--- src/rtl/adc_capture_pkg.sv ---
`default_nettype none
// ============================================================================
//  Module      : adc_capture_pkg
//  Description : Shared definitions for the ADC capture packer: capture state
//                encoding, lane-count helpers and the positions of the two
//                status bits carried at the top of every packed word.
//  Contents    : state_t       - IDLE / ARMED / CAPTURE / DONE
//                lanes_f       - samples per word, (WORD_WIDTH-2)/ADC_WIDTH
//                idx_width_f   - width of a lane index (at least one bit)
//                c_*           - status bit offsets measured down from the MSB
//  Revision    : 1.0  initial parametrised release
// ============================================================================
package adc_capture_pkg;

   typedef enum logic [1:0] {
      IDLE    = 2'd0,
      ARMED   = 2'd1,
      CAPTURE = 2'd2,
      DONE    = 2'd3
   } state_t;

   // Two status bits sit above the sample lanes.
   localparam int c_status_bits = 2;
   // Offsets from the word MSB: OR flag at WORD_WIDTH-1, trigger at WORD_WIDTH-2.
   localparam int c_or_ofs      = 0;
   localparam int c_trig_ofs    = 1;

   function automatic int lanes_f(input int word_width, input int adc_width);
      return (word_width - c_status_bits) / adc_width;
   endfunction

   function automatic int idx_width_f(input int lanes);
      return (lanes > 1) ? $clog2(lanes) : 1;
   endfunction

endpackage
`default_nettype wire

--- src/rtl/adc_capture_packer_if.sv ---
`default_nettype none
// ============================================================================
//  Module      : adc_capture_packer_if
//  Description : Word output bus of the capture packer towards the capture
//                FIFO write side (valid/ready handshake).
//  Signals     : word_o        packed word
//                word_valid_o  word_o holds a word
//                word_ready_i  downstream accepts (FIFO not full)
//  Modports    : master - packer side, slave - FIFO side
//  Revision    : 1.0  initial parametrised release
// ============================================================================
interface adc_capture_packer_if #(
   parameter int WORD_WIDTH = 32
);
   logic [WORD_WIDTH-1:0] word_o;
   logic                  word_valid_o;
   logic                  word_ready_i;

   modport master (
      output word_o,
      output word_valid_o,
      input  word_ready_i
   );

   modport slave (
      input  word_o,
      input  word_valid_o,
      output word_ready_i
   );
endinterface
`default_nettype wire

--- src/rtl/adc_word_outreg.sv ---
`default_nettype none
// ============================================================================
//  Module      : adc_word_outreg
//  Description : Single-entry valid/ready output register for packed words.
//                A load into a free (or simultaneously drained) register is
//                accepted; a load while the held word is stalled is dropped
//                and raises a sticky overflow flag.
//  Ports       : clk         clock
//                reset_i     synchronous active-low reset
//                load_i      a completed word is presented on word_i
//                word_i      completed word
//                clr_ovf_i   clear the sticky overflow flag
//                ready_i     downstream accepts the held word
//                word_o      held word
//                valid_o     word_o is valid
//                overflow_o  sticky: a completed word was dropped
//                drop_o      this cycle's load is being dropped
//  Revision    : 1.0  initial parametrised release
// ============================================================================
module adc_word_outreg #(
   parameter int WORD_WIDTH = 32
) (
   input  wire logic                  clk,
   input  wire logic                  reset_i,
   input  wire logic                  load_i,
   input  wire logic [WORD_WIDTH-1:0] word_i,
   input  wire logic                  clr_ovf_i,
   input  wire logic                  ready_i,
   output logic      [WORD_WIDTH-1:0] word_o,
   output logic                       valid_o,
   output logic                       overflow_o,
   output logic                       drop_o
);

   logic [WORD_WIDTH-1:0] word_q, word_d;
   logic                  valid_q, valid_d;
   logic                  ovf_q, ovf_d;

   // Only a stalled held word blocks a load; a word being accepted this
   // cycle frees the register for the incoming one.
   assign drop_o = load_i & valid_q & ~ready_i;

   always_comb begin
      word_d  = word_q;
      valid_d = valid_q;
      ovf_d   = ovf_q;
      if (valid_q && ready_i) begin
         valid_d = 1'b0;
      end
      if (load_i && !drop_o) begin
         word_d  = word_i;
         valid_d = 1'b1;
      end
      if (clr_ovf_i) begin
         ovf_d = 1'b0;
      end else if (drop_o) begin
         ovf_d = 1'b1;
      end
   end

   always_ff @(posedge clk) begin
      if (!reset_i) begin
         word_q  <= '0;
         valid_q <= 1'b0;
         ovf_q   <= 1'b0;
      end else begin
         word_q  <= word_d;
         valid_q <= valid_d;
         ovf_q   <= ovf_d;
      end
   end

   assign word_o     = word_q;
   assign valid_o    = valid_q;
   assign overflow_o = ovf_q;

endmodule
`default_nettype wire

--- src/rtl/adc_capture_packer.sv ---
`default_nettype none
// ============================================================================
//  Module      : adc_capture_packer
//  Description : ADC capture front end. Waits for a trigger once armed, keeps
//                (optionally decimated) samples, packs them LANES per word
//                with an over-range OR and trigger status bit, and hands
//                words to the capture FIFO over a valid/ready bus.
//  Ports       : adc_sampleclk     sole clock, rising edge
//                reset_i           synchronous active-low reset
//                adc_datain        sample data
//                adc_or            ADC over-range flag
//                adc_trig_status   trigger level
//                adc_capture_go    high arms/runs a capture, low aborts
//                max_samples_i     kept samples per capture
//                decimate_i        keep 1 of every decimate_i+1 samples
//                word_if           word bus (master): word_o, word_valid_o,
//                                  word_ready_i
//                adc_capture_stop  capture finished
//                overflow_o        sticky: a completed word was dropped
//                sample_count_o    kept samples in the current capture
//  Config      : ADC_PACKER_DECIMATE_EN - when defined, decimate_i is honoured
//                and the decimation counter is built; otherwise every capture
//                cycle's sample is kept.
//  Revision    : 1.0  initial parametrised release
// ============================================================================
module adc_capture_packer
   import adc_capture_pkg::*;
#(
   parameter int ADC_WIDTH  = 10,
   parameter int WORD_WIDTH = 32,
   parameter int CNT_WIDTH  = 32
) (
   input  wire logic                 adc_sampleclk,
   input  wire logic                 reset_i,
   input  wire logic [ADC_WIDTH-1:0] adc_datain,
   input  wire logic                 adc_or,
   input  wire logic                 adc_trig_status,
   input  wire logic                 adc_capture_go,
   input  wire logic [CNT_WIDTH-1:0] max_samples_i,
   input  wire logic [15:0]          decimate_i,
   adc_capture_packer_if.master      word_if,
   output logic                      adc_capture_stop,
   output logic                      overflow_o,
   output logic      [CNT_WIDTH-1:0] sample_count_o
);

   localparam int LANES  = lanes_f(WORD_WIDTH, ADC_WIDTH);
   localparam int IDX_W  = idx_width_f(LANES);
   localparam int PACK_W = LANES * ADC_WIDTH;

   generate
      if (WORD_WIDTH < ADC_WIDTH + c_status_bits) begin : g_width_check
         $error("adc_capture_packer: WORD_WIDTH must be >= ADC_WIDTH+2");
      end
   endgenerate

   state_t                state_q, state_d;
   logic [IDX_W-1:0]      lane_q, lane_d;
   logic [PACK_W-1:0]     acc_q, acc_d;
   logic                  or_q, or_d;
   logic [CNT_WIDTH-1:0]  count_q, count_d;
   logic                  stop_q, stop_d;

   logic                  keep_slot;
   logic                  keep;
   logic                  last_sample;
   logic                  lane_full;
   logic                  complete;
   logic                  drop;
   logic                  clr_ovf;
   logic [CNT_WIDTH-1:0]  count_inc;
   logic [PACK_W-1:0]     merged;
   logic [WORD_WIDTH-1:0] word_new;
   logic [WORD_WIDTH-1:0] out_word;
   logic                  out_valid;

   // ------------------------------------------------------------------------
   // Decimation slot: which capture cycles carry a kept sample.
   // ------------------------------------------------------------------------
`ifdef ADC_PACKER_DECIMATE_EN
   logic [15:0] dec_q, dec_d;

   // The trigger edge itself is slot 0, so the counter leaves ARMED already
   // advanced by one. '>=' guards against decimate_i shrinking mid-capture.
   always_comb begin
      dec_d = '0;
      if (adc_capture_go) begin
         if (state_q == ARMED && adc_trig_status) begin
            dec_d = (decimate_i == 16'd0) ? 16'd0 : 16'd1;
         end else if (state_q == CAPTURE) begin
            dec_d = (dec_q >= decimate_i) ? 16'd0 : dec_q + 16'd1;
         end
      end
   end

   always_ff @(posedge adc_sampleclk) begin
      if (!reset_i) begin
         dec_q <= '0;
      end else begin
         dec_q <= dec_d;
      end
   end

   assign keep_slot = (dec_q == 16'd0);
`else
   logic decimate_unused;
   assign decimate_unused = ^decimate_i;
   assign keep_slot       = 1'b1;
`endif

   // ------------------------------------------------------------------------
   // Sample keep / word completion
   // ------------------------------------------------------------------------
   always_comb begin
      keep = 1'b0;
      if (adc_capture_go) begin
         if (state_q == ARMED) begin
            keep = adc_trig_status && (max_samples_i != '0);
         end else if (state_q == CAPTURE) begin
            keep = keep_slot;
         end
      end
   end

   assign count_inc   = count_q + CNT_WIDTH'(1);
   assign last_sample = (count_inc >= max_samples_i);
   assign lane_full   = (lane_q == IDX_W'(LANES - 1));
   assign complete    = keep & (last_sample | lane_full);

   // Current sample dropped into its lane on top of the lanes already filled.
   always_comb begin
      merged = acc_q;
      for (int k = 0; k < LANES; k++) begin
         if (lane_q == IDX_W'(k)) begin
            merged[k*ADC_WIDTH +: ADC_WIDTH] = adc_datain;
         end
      end
   end

   always_comb begin
      word_new                             = '0;
      word_new[PACK_W-1:0]                 = merged;
      word_new[WORD_WIDTH-1-c_or_ofs]      = or_q | adc_or;
      word_new[WORD_WIDTH-1-c_trig_ofs]    = adc_trig_status;
   end

   // ------------------------------------------------------------------------
   // Capture state machine
   // ------------------------------------------------------------------------
   always_comb begin
      state_d = state_q;
      lane_d  = lane_q;
      acc_d   = acc_q;
      or_d    = or_q;
      count_d = count_q;
      stop_d  = stop_q;
      clr_ovf = 1'b0;

      case (state_q)
         IDLE: begin
            if (adc_capture_go) begin
               state_d = ARMED;
               count_d = '0;
               stop_d  = 1'b0;
               clr_ovf = 1'b1;
            end
         end
         ARMED: begin
            if (!adc_capture_go) begin
               state_d = IDLE;
            end else if (adc_trig_status) begin
               if (max_samples_i == '0) begin
                  state_d = DONE;
                  stop_d  = 1'b1;
               end else begin
                  state_d = CAPTURE;
               end
            end
         end
         CAPTURE: begin
            // Abort discards the partly filled word.
            if (!adc_capture_go) begin
               state_d = IDLE;
               lane_d  = '0;
               acc_d   = '0;
               or_d    = 1'b0;
            end
         end
         DONE: begin
            if (!adc_capture_go) begin
               state_d = IDLE;
            end
         end
         default: begin
            state_d = IDLE;
         end
      endcase

      if (keep) begin
         count_d = last_sample ? max_samples_i : count_inc;
         if (complete) begin
            lane_d = '0;
            acc_d  = '0;
            or_d   = 1'b0;
         end else begin
            lane_d = lane_q + IDX_W'(1);
            acc_d  = merged;
            or_d   = or_q | adc_or;
         end
         // A dropped word ends the capture just like reaching the count.
         if (last_sample || drop) begin
            state_d = DONE;
            stop_d  = 1'b1;
         end
      end
   end

   always_ff @(posedge adc_sampleclk) begin
      if (!reset_i) begin
         state_q <= IDLE;
         lane_q  <= '0;
         acc_q   <= '0;
         or_q    <= 1'b0;
         count_q <= '0;
         stop_q  <= 1'b0;
      end else begin
         state_q <= state_d;
         lane_q  <= lane_d;
         acc_q   <= acc_d;
         or_q    <= or_d;
         count_q <= count_d;
         stop_q  <= stop_d;
      end
   end

   // ------------------------------------------------------------------------
   // Output register
   // ------------------------------------------------------------------------
   adc_word_outreg #(
      .WORD_WIDTH (WORD_WIDTH)
   ) u_outreg (
      .clk        (adc_sampleclk),
      .reset_i    (reset_i),
      .load_i     (complete),
      .word_i     (word_new),
      .clr_ovf_i  (clr_ovf),
      .ready_i    (word_if.word_ready_i),
      .word_o     (out_word),
      .valid_o    (out_valid),
      .overflow_o (overflow_o),
      .drop_o     (drop)
   );

   assign word_if.word_o       = out_word;
   assign word_if.word_valid_o = out_valid;
   assign adc_capture_stop     = stop_q;
   assign sample_count_o       = count_q;

endmodule
`default_nettype wire

--- src/flat_wrapper.sv ---
// flat-port wrapper written by rule: the top's interface ports become plain ports
module adc_capture_packer_flat import adc_capture_pkg::*;
#(
   parameter int ADC_WIDTH  = 10,
   parameter int WORD_WIDTH = 32,
   parameter int CNT_WIDTH  = 32
)
  (adc_sampleclk, reset_i, adc_datain, adc_or, adc_trig_status, adc_capture_go, max_samples_i, decimate_i, adc_capture_stop, overflow_o, sample_count_o, word_if_word_o, word_if_word_valid_o, word_if_word_ready_i);
  adc_capture_packer_if #(.WORD_WIDTH(WORD_WIDTH)) word_if_i ();
  input  wire logic adc_sampleclk;
  input  wire logic reset_i;
  input  wire logic [ADC_WIDTH-1:0] adc_datain;
  input  wire logic adc_or;
  input  wire logic adc_trig_status;
  input  wire logic adc_capture_go;
  input  wire logic [CNT_WIDTH-1:0] max_samples_i;
  input  wire logic [15:0] decimate_i;
  output logic adc_capture_stop;
  output logic overflow_o;
  output logic      [CNT_WIDTH-1:0] sample_count_o;
  output wire logic [$bits(word_if_i.word_o)-1:0] word_if_word_o;
  output wire logic [$bits(word_if_i.word_valid_o)-1:0] word_if_word_valid_o;
  input wire logic [$bits(word_if_i.word_ready_i)-1:0] word_if_word_ready_i;
  assign word_if_word_o = word_if_i.word_o;
  assign word_if_word_valid_o = word_if_i.word_valid_o;
  assign word_if_i.word_ready_i = word_if_word_ready_i;
  adc_capture_packer #(.ADC_WIDTH(ADC_WIDTH), .WORD_WIDTH(WORD_WIDTH), .CNT_WIDTH(CNT_WIDTH)) u_core (.adc_sampleclk(adc_sampleclk), .reset_i(reset_i), .adc_datain(adc_datain), .adc_or(adc_or), .adc_trig_status(adc_trig_status), .adc_capture_go(adc_capture_go), .max_samples_i(max_samples_i), .decimate_i(decimate_i), .word_if(word_if_i), .adc_capture_stop(adc_capture_stop), .overflow_o(overflow_o), .sample_count_o(sample_count_o));
endmodule
--- config.mk ---
export PLATFORM = sky130hd
export DESIGN_NAME = adc_capture_packer_flat
export DESIGN_NICKNAME = d
export VERILOG_FILES = /design/src/rtl/adc_capture_pkg.sv /design/src/rtl/adc_capture_packer_if.sv /design/src/rtl/adc_word_outreg.sv /design/src/rtl/adc_capture_packer.sv /design/src/flat_wrapper.sv
export SDC_FILE = /design/constraint.sdc
export NUM_CORES = 1
export LEC_CHECK = 0
export ABC_AREA = 0
export ABC_CLOCK_PERIOD_IN_PS = 6200
export CORE_MARGIN = 5
export CORE_UTILIZATION = 52
export CTS_CLUSTER_DIAMETER = 40
export DETAILED_ROUTE_END_ITERATION = 8
export GPL_TIMING_DRIVEN = 0
export HOLD_SLACK_MARGIN = 0.03
export PLACE_DENSITY_LB_ADDON = 0.2
export RECOVER_POWER = 100
export REMOVE_ABC_BUFFERS = 1
export SLEW_MARGIN = 10
export SYNTH_ARGS = -nofsm -noshare
export SYNTH_HDL_FRONTEND = slang
export SYNTH_HIERARCHICAL = 1
export SYNTH_SLANG_ARGS = --single-unit
--- constraint.sdc ---
create_clock -name adc_sampleclk -period 6.2 [get_ports adc_sampleclk]
set_input_delay 1.24 -clock adc_sampleclk [delete_from_list [all_inputs] [get_ports adc_sampleclk]]
set_output_delay 1.24 -clock adc_sampleclk [all_outputs]
set_load 0.01 [all_outputs]
==> impl_metrics.json <==
{
  "switching_power_uw": 324.6,
  "final_util_pct": 65.18,
  "cts.path.max_buffers": 2,
  "synth_top_flop_cell": "dfxtp_1",
  "finalCriticalPeriod_ps": 5728,
  "cts-htree-levels": 3,
  "slew_headroom_pct": 10.52,
  "cts_root_buffer": "clkbuf_16",
  "tns_ps": 0,
  "cts_hold_buf": 0,
  "cts-resized-gates": 0,
  "drc": 0,
  "wl_met1_um": 7131,
  "grt_setup_unrepaired": "no",
  "tightest_slew_ps": 1330,
  "grt_max_degree": 43,
  "nets": 880,
  "avgViaCountPerCell": 5.746,
  "synth_seq_area_share_pct": 33.28,
  "comb_power_share_pct": 8.7,
  "ir_drop_mv": 0.1452,
  "grt_antenna_before_repair": 0,
  "clkTransAtPathRegs_ps": 70,
  "holdPathEnd": "u_core/u_outreg/word_o[4]",
  "yosys.area.top_type_share_pct": 33.28,
  "crit_path_end_kind": "flop",
  "dpl.hpwl_um": 11640,
  "place_ws_ps": 616.3,
  "rr_endpoint": "u_core/u_outreg/word_o[23]",
  "hold_path_depth": 2,
  "cap_violations": 0,
  "cts_tree": "built",
  "numPortBuffers": 114,
  "cp-start-kind": "flop",
  "grt_first_pass_wirelength_um": 26320,
  "routedWlPerCell_um": 17.32,
  "met3_length_um": 1090,
  "worstPathMaxFanout": 20,
  "slew_violations": 0,
  "postCtsSetupRepairBufs": 0,
  "die_h_um": 118.6,
  "die_x_um": 118.6,
  "clock_skew_ps": 10.86,
  "cts-buffers-inserted": 9,
  "clockPowerShare_pct": 42.5,
  "setup_violations": 0,
  "coreArea_um2": 11520,
  "n_antenna_cell": 0,
  "first_iter_violations": 360,
  "crit_family": "simple AND/OR/NAND/NOR gates",
  "hold_viol": 0,
  "yosys_warnings": 6,
  "cpPeakStageDelay_ps": 650,
  "grt_pass1_vias": 5389,
  "hold_class": "flop to flop",
  "leakage_nw": 3.249,
  "crit_type": "flop to flop",
  "layout-drive-gt1-share_pct": 9.045,
  "reg2reg_from": "u_core/sample_count_o[0]",
  "crit_required_ps": 6470,
  "crit_path_top_delay_cell": "nor4_1",
  "synth_largest_area_cell": "dfxtp_1",
  "path_buf_inv": 1,
  "highest_layer": "met4",
  "p_int_mw": 1.029,
  "syn_area_per_cell_um2": 8.867,
  "gp_congestion": 0.8919,
  "yosys-top-cells-area": "dfxtp_1 33%, mux2i_1 9.1%, nand2_1 7.4%",
  "synth-edff-count": 0,
  "min_from": "u_core/u_outreg/word_o[4]",
  "power_switching_share_pct": 23.98,
  "insertion_delay_ps": 350,
  "dr.pass1.iters": 5,
  "mostFrequentLayoutCell": "nand2_1",
  "worstRegToRegCells": 16,
  "initial_core_util_pct": 53.28,
  "setup_ws_ps": 472.0,
  "clock-sinks": 102,
  "path_cells": "ha_1 -> nand3_1 -> nor4_1 -> and3_1 -> nand3_1 -> and2_0 -> or2_2 -> ha_1 -> and4_1 -> a221o_1 -> a2111o_1 -> nor2_4 -> a21oi_1 -> nor2b_2 -> buf_16 -> mux2i_1",
  "io_pins": 131,
  "gr-total-overflow": 0,
  "r2r_slack_ps": 470,
  "arrival_ps": 6000,
  "die-area_um2": 14070,
  "p_seq_share_pct": 48.8,
  "async_reset_ff_share_pct": 0,
  "synthCells": 692,
  "wirelength_um": 16070,
  "synth_seq_cells": 102,
  "p_per_area_nw_per_um2": 180.3,
  "rows": 39,
  "mostFrequentLayoutCells": "120 x nand2_1, 102 x dfxtp_1, 67 x dlygate4sd3_1, 56 x mux2i_1, 46 x clkdlybuf4s50_1",
  "fmax_ghz": 0.1746,
  "synthToLayoutAreaGrowth_pct": 22.33,
  "finalCritPeriodShare_pct": 92.39,
  "synth_cell_type_count": 62,
  "status": "complete, no violations",
  "synthesis.area_um2": 6136,
  "num_vias": 5332,
  "wl_met2_um": 7508,
  "drtAntennaViolNets": 0,
  "grt_usage_pct": 22.60
}
## tightest hold or removal path, cell delays in order, from the launching register on
cell and delay [ps]:
dfxtp_1 310, nand2_1 50, mux2i_1 50
## worst max path at each step
stage / startpoint / end / slack (ps) / cells after the start
2_1_floorplan: u_core/sample_count_o[0] / u_core/u_outreg/word_o[0] / 980 / 15
3_3_place_gp: reset_i / u_core/lane_q[0] / -290 / 4
3_5_place_dp: u_core/sample_count_o[0] / u_core/state_q[0] / 620 / 16
4_1_cts: u_core/sample_count_o[0] / u_core/state_q[0] / 590 / 16
5_1_grt: u_core/sample_count_o[0] / u_core/u_outreg/word_o[23] / 110 / 16
6_report: u_core/sample_count_o[0] / u_core/u_outreg/word_o[23] / 470 / 16
## Yosys cell counts (3+ instances only)
library cell    n
buf_12          4
nor2_1         26
buf_6           3
mux2_2         31
nor4_1         11
buf_2          12
xor2_1          8
xnor2_1        19
nand2_1       121
mux2i_1        56
nand4_1        24
a22o_1         21
a32oi_1         3
nand3_1        12
or3_1           9
a31oi_1        10
nor3_1          8
o21ai_1        17
and3_1          3
ha_1           36
or2_2           4
and4_1          3
o21a_1          4
and2_1         13
nor3b_1         3
o221ai_2       10
dfxtp_1       102
clkbuf_1       17
inv_1          40
o21ai_0         8
a21oi_1        15
## layer usage
| layer | global-route usage, % | vias up |
|---|---|---|
| met5 | 0 | - |
| met4 | 8.617 | 0 |
| met3 | 6.495 | 30 |
| met2 | 36.23 | 171 |
| met1 | 28.87 | 2515 |
| li1 | - | 2616 |
## metrics by stage
step	instance area (um^2)	cells	hold WS, ps	power (mW)
finish	7506	928	455.5	1.354
global placement	7161	906	440.6	0.7840
detailed placement	7269	911	445.4	0.7917
global route	7506	928	471.2	1.405
floorplan	5841	649	425.7	0.7230
CTS	7567	927	461.8	1.364
## registers in the layout, summed over array words and instances, names as in the netlist
signal / cells
u_core/u_outreg/overflow_o: 1
u_core/u_outreg/word_o: 32
u_core/state_q: 2
u_core/acc_q: 30
u_core/or_q: 1
u_core/sample_count_o: 32
u_core/lane_q: 2
u_core/u_outreg/valid_o: 1
u_core/adc_capture_stop: 1
## layout make-up
type / count / area (um^2)
Clock inverter: 6 / 68.82
Sequential cell: 102 / 2042
Tap cell: 143 / 178.9
Clock buffer: 10 / 229.0
Inverter: 41 / 153.9
Multi-Input combinational cell: 506 / 3581
Timing Repair Buffer: 120 / 1252
Fill cell: 953 / 4010
## power by group through the flow
stage          combinational [mW]  clock (mW)  sequential (mW)
3_3_place_gp                0.109           0            0.675
4_1_cts                     0.117       0.586            0.660
2_1_floorplan              0.0481           0            0.675
6_report                    0.118       0.575            0.660
3_5_place_dp                0.116           0            0.675
5_1_grt                     0.127       0.617            0.660
## logic make-up (layout without fill, tap and decap cells)
group	count (synthesis)	after routing	synth area share, %
buffers and inverters	84	177	7.320
multiplexers	87	87	14.82
flip-flops	102	102	33.28
XOR/XNOR	27	27	3.854
AO/OA/AOI/OAI	102	102	12.72
adder cells (fa/ha/maj)	36	36	7.341
AND/OR/NAND/NOR	254	254	20.66
Note: power is estimated with default switching activity, not from simulation.
